[config.mk]
export PLATFORM = sky130hd
export DESIGN_NAME = rc4_pass_scheduler_flat
export DESIGN_NICKNAME = d
export VERILOG_FILES = /design/src/rtl/rc4_pass_scheduler_if.sv /design/src/rtl/rc4_pass_scheduler.sv /design/src/flat_wrapper.sv
export SDC_FILE = /design/constraint.sdc
export NUM_CORES = 1
export LEC_CHECK = 0
export BUFFER_PORTS_ARGS = -buffer_cell sky130_fd_sc_hd__clkbuf_2
export CORE_MARGIN = 2
export CORE_UTILIZATION = 45
export DETAILED_ROUTE_END_ITERATION = 16
export GPL_TIMING_DRIVEN = 0
export PLACE_DENSITY = 0.85
export SLEW_MARGIN = 20
export SYNTH_ARGS = -nofsm -noshare
export SYNTH_HDL_FRONTEND = slang
export SYNTH_SLANG_ARGS = --single-unit
[constraint.sdc]
create_clock -name clk -period 6.4 [get_ports clk]
set_input_delay 0.64 -clock clk [delete_from_list [all_inputs] [get_ports clk]]
set_output_delay 0.64 -clock clk [all_outputs]
set_load 0.005 [all_outputs]
[src/rtl/rc4_pass_scheduler_if.sv]
// Handshake and S-RAM port bundle for the RC4 pass scheduler.
// The master side is the surrounding system: the key-search loop that
// issues start/abort, plus the three S-memory engines and the RAM.
// The slave side is the scheduler itself.
interface rc4_pass_scheduler_if #(
  parameter int DATA_WIDTH = 8,
  parameter int ADDR_WIDTH = 8
);
  // Key-search loop handshake
  logic                  start;
  logic                  abort;
  logic                  busy;
  logic                  done;
  logic                  aborted;
  logic                  error;
  logic [1:0]            phase;
  logic [15:0]           pass_count;

  // Engine start/done handshakes
  logic                  init_start;
  logic                  shuf_start;
  logic                  dec_start;
  logic                  init_done;
  logic                  shuf_done;
  logic                  dec_done;

  // Engine-side S-RAM requests
  logic [ADDR_WIDTH-1:0] init_addr;
  logic [ADDR_WIDTH-1:0] shuf_addr;
  logic [ADDR_WIDTH-1:0] dec_addr;
  logic [DATA_WIDTH-1:0] init_data;
  logic [DATA_WIDTH-1:0] shuf_data;
  logic                  init_wren;
  logic                  shuf_wren;

  // Shared S-RAM port
  logic [ADDR_WIDTH-1:0] mem_addr;
  logic [DATA_WIDTH-1:0] mem_data;
  logic                  mem_wren;

  modport master (
    output start, abort,
    output init_done, shuf_done, dec_done,
    output init_addr, shuf_addr, dec_addr,
    output init_data, shuf_data, init_wren, shuf_wren,
    input  busy, done, aborted, error, phase, pass_count,
    input  init_start, shuf_start, dec_start,
    input  mem_addr, mem_data, mem_wren
  );

  modport slave (
    input  start, abort,
    input  init_done, shuf_done, dec_done,
    input  init_addr, shuf_addr, dec_addr,
    input  init_data, shuf_data, init_wren, shuf_wren,
    output busy, done, aborted, error, phase, pass_count,
    output init_start, shuf_start, dec_start,
    output mem_addr, mem_data, mem_wren
  );
endinterface

[src/rtl/rc4_pass_scheduler.sv]
// Top-level sequencer for one RC4 key trial: runs S init, key-schedule
// shuffle and decrypt in order, owns the single S-RAM port on behalf of
// whichever engine is running, and guards every engine wait with a
// timeout that parks the block in a sticky ERROR state.
module rc4_pass_scheduler #(
  parameter int DATA_WIDTH     = 8,
  parameter int ADDR_WIDTH     = 8,
  parameter int TIMEOUT_CYCLES = 4096   // legal range 2..65535
) (
  input logic                 clk,
  input logic                 reset,    // synchronous, active low
  rc4_pass_scheduler_if.slave bus
);

  typedef enum logic [3:0] {
    IDLE,
    INIT_GO,
    INIT_WAIT,
    SHUF_GO,
    SHUF_WAIT,
    DEC_GO,
    DEC_WAIT,
    FINISH,
    ERROR
  } state_t;

  // Phase codes double as the port-owner select for the RAM mux.
  localparam logic [1:0] PH_NONE = 2'd0;
  localparam logic [1:0] PH_INIT = 2'd1;
  localparam logic [1:0] PH_SHUF = 2'd2;
  localparam logic [1:0] PH_DEC  = 2'd3;

  // Last wait-counter value an engine may still answer on.
  localparam logic [15:0] WAIT_LAST = 16'(TIMEOUT_CYCLES - 1);

  state_t                state;
  logic [15:0]           wait_cnt;
  logic [15:0]           pass_count_q;
  logic                  error_q;
  logic                  aborted_q;

  logic                  busy_w;
  logic [1:0]            phase_w;
  logic                  timeout_hit;

  logic [ADDR_WIDTH-1:0] mux_addr;
  logic [DATA_WIDTH-1:0] mux_data;
  logic                  mux_wren;

  assign timeout_hit = (wait_cnt == WAIT_LAST);

  // Decode busy and port owner from the registered state.
  always_comb begin
    // NOTE: every always_comb output gets a default first so no path
    // leaves it unassigned, which is what keeps a latch from appearing.
    busy_w  = 1'b1;
    phase_w = PH_NONE;
    unique case (state)
      IDLE, ERROR:          busy_w  = 1'b0;
      INIT_GO, INIT_WAIT:   phase_w = PH_INIT;
      SHUF_GO, SHUF_WAIT:   phase_w = PH_SHUF;
      DEC_GO, DEC_WAIT:     phase_w = PH_DEC;
      default:              phase_w = PH_NONE;
    endcase
  end

  // Pass sequencer: state, wait timer, sticky error, abort pulse, pass count.
  always_ff @(posedge clk) begin
    // NOTE: state registers use non-blocking assignments so every branch
    // reads the values from before this edge, independent of statement order.
    if (!reset) begin
      state        <= IDLE;
      wait_cnt     <= '0;
      pass_count_q <= '0;
      error_q      <= 1'b0;
      aborted_q    <= 1'b0;
    end else begin
      aborted_q <= 1'b0;
      if (busy_w && bus.abort) begin
        // Abort outranks a same-cycle engine done and a timeout.
        state     <= IDLE;
        aborted_q <= 1'b1;
      end else begin
        unique case (state)
          IDLE: begin
            if (bus.start) begin
              state    <= INIT_GO;
              wait_cnt <= '0;
            end
          end

          ERROR: begin
            if (bus.start) begin
              state    <= INIT_GO;
              wait_cnt <= '0;
              error_q  <= 1'b0;
            end
          end

          INIT_GO: state <= INIT_WAIT;

          INIT_WAIT: begin
            if (bus.init_done) begin
              state    <= SHUF_GO;
              wait_cnt <= '0;
            end else if (timeout_hit) begin
              state   <= ERROR;
              error_q <= 1'b1;
            end else begin
              wait_cnt <= wait_cnt + 16'd1;
            end
          end

          SHUF_GO: state <= SHUF_WAIT;

          SHUF_WAIT: begin
            if (bus.shuf_done) begin
              state    <= DEC_GO;
              wait_cnt <= '0;
            end else if (timeout_hit) begin
              state   <= ERROR;
              error_q <= 1'b1;
            end else begin
              wait_cnt <= wait_cnt + 16'd1;
            end
          end

          DEC_GO: state <= DEC_WAIT;

          DEC_WAIT: begin
            if (bus.dec_done) begin
              state <= FINISH;
            end else if (timeout_hit) begin
              state   <= ERROR;
              error_q <= 1'b1;
            end else begin
              wait_cnt <= wait_cnt + 16'd1;
            end
          end

          FINISH: begin
            state <= IDLE;
            if (pass_count_q != 16'hFFFF) begin
              pass_count_q <= pass_count_q + 16'd1;
            end
          end

          default: state <= IDLE;
        endcase
      end
    end
  end

  // S-RAM port mux: only the current owner reaches the port; decrypt is read-only.
  always_comb begin
    mux_addr = '0;
    mux_data = '0;
    mux_wren = 1'b0;
    unique case (phase_w)
      PH_INIT: begin
        mux_addr = bus.init_addr;
        mux_data = bus.init_data;
        mux_wren = bus.init_wren;
      end
      PH_SHUF: begin
        mux_addr = bus.shuf_addr;
        mux_data = bus.shuf_data;
        mux_wren = bus.shuf_wren;
      end
      PH_DEC: begin
        mux_addr = bus.dec_addr;
      end
      default: begin
        mux_addr = '0;
      end
    endcase
  end

  assign bus.mem_addr   = mux_addr;
  assign bus.mem_data   = mux_data;
  assign bus.mem_wren   = mux_wren;

  assign bus.busy       = busy_w;
  assign bus.phase      = phase_w;
  assign bus.done       = (state == FINISH);
  assign bus.aborted    = aborted_q;
  assign bus.error      = error_q;
  assign bus.pass_count = pass_count_q;

  assign bus.init_start = (state == INIT_GO);
  assign bus.shuf_start = (state == SHUF_GO);
  assign bus.dec_start  = (state == DEC_GO);

endmodule

[src/flat_wrapper.sv]
// flat-port wrapper written by rule: the top's interface ports become plain ports
module rc4_pass_scheduler_flat 
#(
  parameter int DATA_WIDTH     = 8,
  parameter int ADDR_WIDTH     = 8,
  parameter int TIMEOUT_CYCLES = 4096                          
)
  (clk, reset, bus_start, bus_abort, bus_init_done, bus_shuf_done, bus_dec_done, bus_init_addr, bus_shuf_addr, bus_dec_addr, bus_init_data, bus_shuf_data, bus_init_wren, bus_shuf_wren, bus_busy, bus_done, bus_aborted, bus_error, bus_phase, bus_pass_count, bus_init_start, bus_shuf_start, bus_dec_start, bus_mem_addr, bus_mem_data, bus_mem_wren);
  rc4_pass_scheduler_if #(.DATA_WIDTH(DATA_WIDTH), .ADDR_WIDTH(ADDR_WIDTH)) bus_i ();
  input logic clk;
  input logic reset;
  input wire logic [$bits(bus_i.start)-1:0] bus_start;
  input wire logic [$bits(bus_i.abort)-1:0] bus_abort;
  input wire logic [$bits(bus_i.init_done)-1:0] bus_init_done;
  input wire logic [$bits(bus_i.shuf_done)-1:0] bus_shuf_done;
  input wire logic [$bits(bus_i.dec_done)-1:0] bus_dec_done;
  input wire logic [$bits(bus_i.init_addr)-1:0] bus_init_addr;
  input wire logic [$bits(bus_i.shuf_addr)-1:0] bus_shuf_addr;
  input wire logic [$bits(bus_i.dec_addr)-1:0] bus_dec_addr;
  input wire logic [$bits(bus_i.init_data)-1:0] bus_init_data;
  input wire logic [$bits(bus_i.shuf_data)-1:0] bus_shuf_data;
  input wire logic [$bits(bus_i.init_wren)-1:0] bus_init_wren;
  input wire logic [$bits(bus_i.shuf_wren)-1:0] bus_shuf_wren;
  output wire logic [$bits(bus_i.busy)-1:0] bus_busy;
  output wire logic [$bits(bus_i.done)-1:0] bus_done;
  output wire logic [$bits(bus_i.aborted)-1:0] bus_aborted;
  output wire logic [$bits(bus_i.error)-1:0] bus_error;
  output wire logic [$bits(bus_i.phase)-1:0] bus_phase;
  output wire logic [$bits(bus_i.pass_count)-1:0] bus_pass_count;
  output wire logic [$bits(bus_i.init_start)-1:0] bus_init_start;
  output wire logic [$bits(bus_i.shuf_start)-1:0] bus_shuf_start;
  output wire logic [$bits(bus_i.dec_start)-1:0] bus_dec_start;
  output wire logic [$bits(bus_i.mem_addr)-1:0] bus_mem_addr;
  output wire logic [$bits(bus_i.mem_data)-1:0] bus_mem_data;
  output wire logic [$bits(bus_i.mem_wren)-1:0] bus_mem_wren;
  assign bus_i.start = bus_start;
  assign bus_i.abort = bus_abort;
  assign bus_i.init_done = bus_init_done;
  assign bus_i.shuf_done = bus_shuf_done;
  assign bus_i.dec_done = bus_dec_done;
  assign bus_i.init_addr = bus_init_addr;
  assign bus_i.shuf_addr = bus_shuf_addr;
  assign bus_i.dec_addr = bus_dec_addr;
  assign bus_i.init_data = bus_init_data;
  assign bus_i.shuf_data = bus_shuf_data;
  assign bus_i.init_wren = bus_init_wren;
  assign bus_i.shuf_wren = bus_shuf_wren;
  assign bus_busy = bus_i.busy;
  assign bus_done = bus_i.done;
  assign bus_aborted = bus_i.aborted;
  assign bus_error = bus_i.error;
  assign bus_phase = bus_i.phase;
  assign bus_pass_count = bus_i.pass_count;
  assign bus_init_start = bus_i.init_start;
  assign bus_shuf_start = bus_i.shuf_start;
  assign bus_dec_start = bus_i.dec_start;
  assign bus_mem_addr = bus_i.mem_addr;
  assign bus_mem_data = bus_i.mem_data;
  assign bus_mem_wren = bus_i.mem_wren;
  rc4_pass_scheduler #(.DATA_WIDTH(DATA_WIDTH), .ADDR_WIDTH(ADDR_WIDTH), .TIMEOUT_CYCLES(TIMEOUT_CYCLES)) u_core (.clk(clk), .reset(reset), .bus(bus_i));
endmodule
==> flow_metrics.py <==
metrics = {
    "synthesis": {
        "synth_top_area_share_pct": 28.1,
        "syn-instance-count": 331,
        "yosysWarnings": 0,
        "synth_enable_flop_cells": 0,
        "yosys-top-cells-area": "dfxtp_1, a21oi_1, nor2_1",
        "yosysTopAreaCell": "dfxtp_1",
        "synth_cell_types": 62,
        "syn-cell-area_mm2": 0.00271,
        "synth_nets": 384,
        "syn-mean-instance-area_um2": 8.18,
        "synthFlopType": "dfxtp_1",
        "yosysSeqAreaShare_pct": 28.1,
        "ys_ff_latch": 38,
        "ys_async_sr_fraction_pct": 0,
    },
    "placed_design": {
        "place_hpwl_mm": 5.27,
        "placed_area_mm2": 0.00325,
        "dp_slack_ps": 2810,
        "portBuffers": 90,
        "place_inst": 496,
        "gp_congestion": 0.822,
    },
    "cts": {
        "cts_root_buf": "clkbuf_8",
        "clock_path_buffers": 2,
        "cts_buffers": 5,
        "holdBufCountCts": 0,
        "clk_latency_ps": 290,
        "post_cts_buffers": 0,
        "cts_tree": "built",
        "path_clk_slew_ps": 70,
        "cts_sinks": 38,
        "htreeDepth": 2,
        "cts.repair.resized": 0,
    },
    "grt": {
        "grt_max_degree": 11,
        "antenna_found_initial": 0,
        "grt_pass1_vias": 2587,
        "grt_pass1_wl_mm": 11.7,
        "grt_usage_pct": 22.1,
        "gr-total-overflow": 0,
    },
    "sta": {
        "setup_viol_count_final": 0,
        "period_needed_ps": 3920,
        "relSlewSlack_pct": 60.3,
        "fin_setup_tns_ps": 0,
        "worstMarginPinSlew_ps": 591,
        "rsz0062_at_grt": "no",
        "slew_viol_final": 0,
        "timing.final.ws_setup_ps": 2480,
        "hold_viol_final": 0,
        "period_share_pct": 61.2,
        "max_freq_mhz": 255,
        "whs_ps": 481,
        "fin_skew_ps": 3.89,
    },
    "layout": {
        "stdcell_area_mm2": 0.00333,
        "area.growth.synth_to_final_pct": 23.2,
        "nNetsFinal": 481,
        "n_fill_cell": 518,
        "drive_gt1_share_pct": 30.2,
        "multi_input_area_mm2": 0.00182,
        "finalNonFillerCells": 502,
        "insertedDiodeCount": 0,
        "fin_util_pct": 57.0,
        "seq_area_um2": 761,
    },
    "power": {
        "power_density_mw_per_mm2": 163,
        "fin_total_pwr_uw": 543,
        "max-vdd-ir-drop_uv": 114,
        "p_leak_nw": 1.40,
    },
    "critical_path": {
        "cp-endpoint": "bus_mem_addr[6]",
        "crit_chain": "buf_2 > clkbuf_1 > nand2_1 > xor2_1 > or2_2 > inv_1 > ha_1 > clkbuf_1 > clkbuf_1 > a22o_1 > a21oi_1 > nor3_1 > clkbuf_2",
        "end_kind": "output pin",
        "crit_path_max_incr_delay_ps": 390,
        "r2r-start": "u_core.wait_cnt[0]",
        "cp_max_fo": 10,
        "crit_start": "u_core.state[0]",
        "path_depth": 13,
        "path_buf_inv": 6,
        "path_class": "reg2out",
        "r2r_cells": 6,
        "r2r-end": "u_core.state[2]",
        "cp.required_ps": 5760,
        "critPathSlowestCell": "clkbuf_1",
        "timing.critical_path.mode_cell": "clkbuf_1",
        "r2r_setup_slack_ps": 4460,
        "critPathTopFamily": "buffers and inverters",
        "crit_arrival_ps": 3280,
        "critPathLaunchType": "flop",
    },
    "detailed_routing": {
        "drtAntennaViolNets": 0,
        "wl_per_cell_um": 13.8,
        "drtIter0Drc": 206,
        "first_pass_iters": 4,
        "via_per_inst": 5.67,
        "drc": 0,
        "num_vias": 2846,
        "wl_mm": 6.93,
    },
    "worst_hold_path": {
        "min-delay-path-class": "reg2reg",
        "min-delay-start": "u_core.bus.error",
    },
    "floorplanning": {
        "die_x_um": 81.6,
        "core.rowCount": 28,
        "core_region_area_mm2": 0.00585,
        "start_util_pct": 46.3,
        "die_h_um": 81.6,
        "ioPinCount": 91,
        "die-area_mm2": 0.00665,
    },
    "outcome": {
        "outcome": "finished clean",
    },
    "run": {
        "cap_violations": 0,
    },
}
## state kept, by name, summed over array words and instances (netlist names)
signal / flops
u_core.bus.aborted: 1
u_core.bus.error: 1
u_core.bus.pass_count: 16
u_core.state: 4
u_core.wait_cnt: 16
## worst min path at each step
stage / endpoint / slack [ps] / cells after the start
detailed placement: u_core.bus.error / 470 / 2
CTS: u_core.bus.error / 480 / 2
global placement: u_core.bus.error / 460 / 2
floorplan: u_core.bus.error / 460 / 2
finish: u_core.bus.error / 480 / 2
global route: u_core.bus.error / 530 / 2
## final cells by class
class                      instances  area share [%]
buffer                            21            2.93
clock buffer                       6            2.48
inverter                           7           0.788
multi-input combinational        265            54.7
sequential                        38            22.8
tap                               75            2.82
timing repair buffer              90            13.5
## placed cells by master (no fill, tap or decap), types with 4 or more instances in the layout
master,Yosys,layout
ha_1,4,4
nor3_1,20,20
clkbuf_1,13,13
a22o_1,8,8
nand2b_1,7,7
nand2_1,16,16
nand4_1,10,10
mux2i_1,4,4
a21oi_1,34,34
o21ai_0,6,6
inv_1,6,6
clkbuf_2,0,90
nand3_1,13,13
xor2_1,7,7
nor2_1,44,44
and3_1,5,5
or3_1,5,5
dfxtp_1,38,38
xnor2_1,12,12
clkbuf_8,0,6
a22oi_1,10,10
## tightest hold or removal path, cell delays in order, from the launching register on
cell	delay, ps
dfxtp_1	330
a21oi_1	40
nor2_1	70
## synth_stat cells (all sizes together), types with 4 or more instances
| library cell | n |
|---|---|
| xor2 | 7 |
| nor2 | 46 |
| nor3b | 4 |
| nand2b | 7 |
| buf | 8 |
| nand3 | 14 |
| nor4 | 6 |
| and3 | 5 |
| nand4 | 11 |
| a22o | 8 |
| ha | 4 |
| dfxtp | 38 |
| inv | 6 |
| or3 | 5 |
| nor3 | 20 |
| clkbuf | 13 |
| o21ai | 7 |
| a22oi | 10 |
| a211oi | 6 |
| xnor2 | 12 |
| mux2i | 4 |
| a21oi | 35 |
| nand4b | 4 |
| nand2 | 17 |
## power by group
group / switching (mW) / total (mW) / internal, mW
combinational: 0.0791 / 0.136 / 0.0564
sequential: 0.00204 / 0.242 / 0.240
clock: 0.0825 / 0.166 / 0.0831
total: 0.164 / 0.543 / 0.379
## per-layer routing
layer	wire length [um]	vias to the layer above	GRT usage, %
met5	0	-	0
met4	141	0	8.81
met3	433	12	4.07
met2	3500	91	38.5
met1	2850	1327	26.6
li1	-	1416	-
## kinds of logic (layout without fill, tap and decap cells)
| logic type | after synthesis | in the layout | share of synthesized area [%] |
|---|---|---|---|
| flops | 38 | 38 | 28.1 |
| buf+inv | 28 | 124 | 4.58 |
| compound gates | 81 | 81 | 20.2 |
| xor+xnor | 19 | 19 | 6.15 |
| simple gates | 156 | 156 | 37.1 |
| fa+ha+maj | 4 | 4 | 1.85 |
| mux | 5 | 5 | 2.03 |
Power figures use the tool's default switching activity.
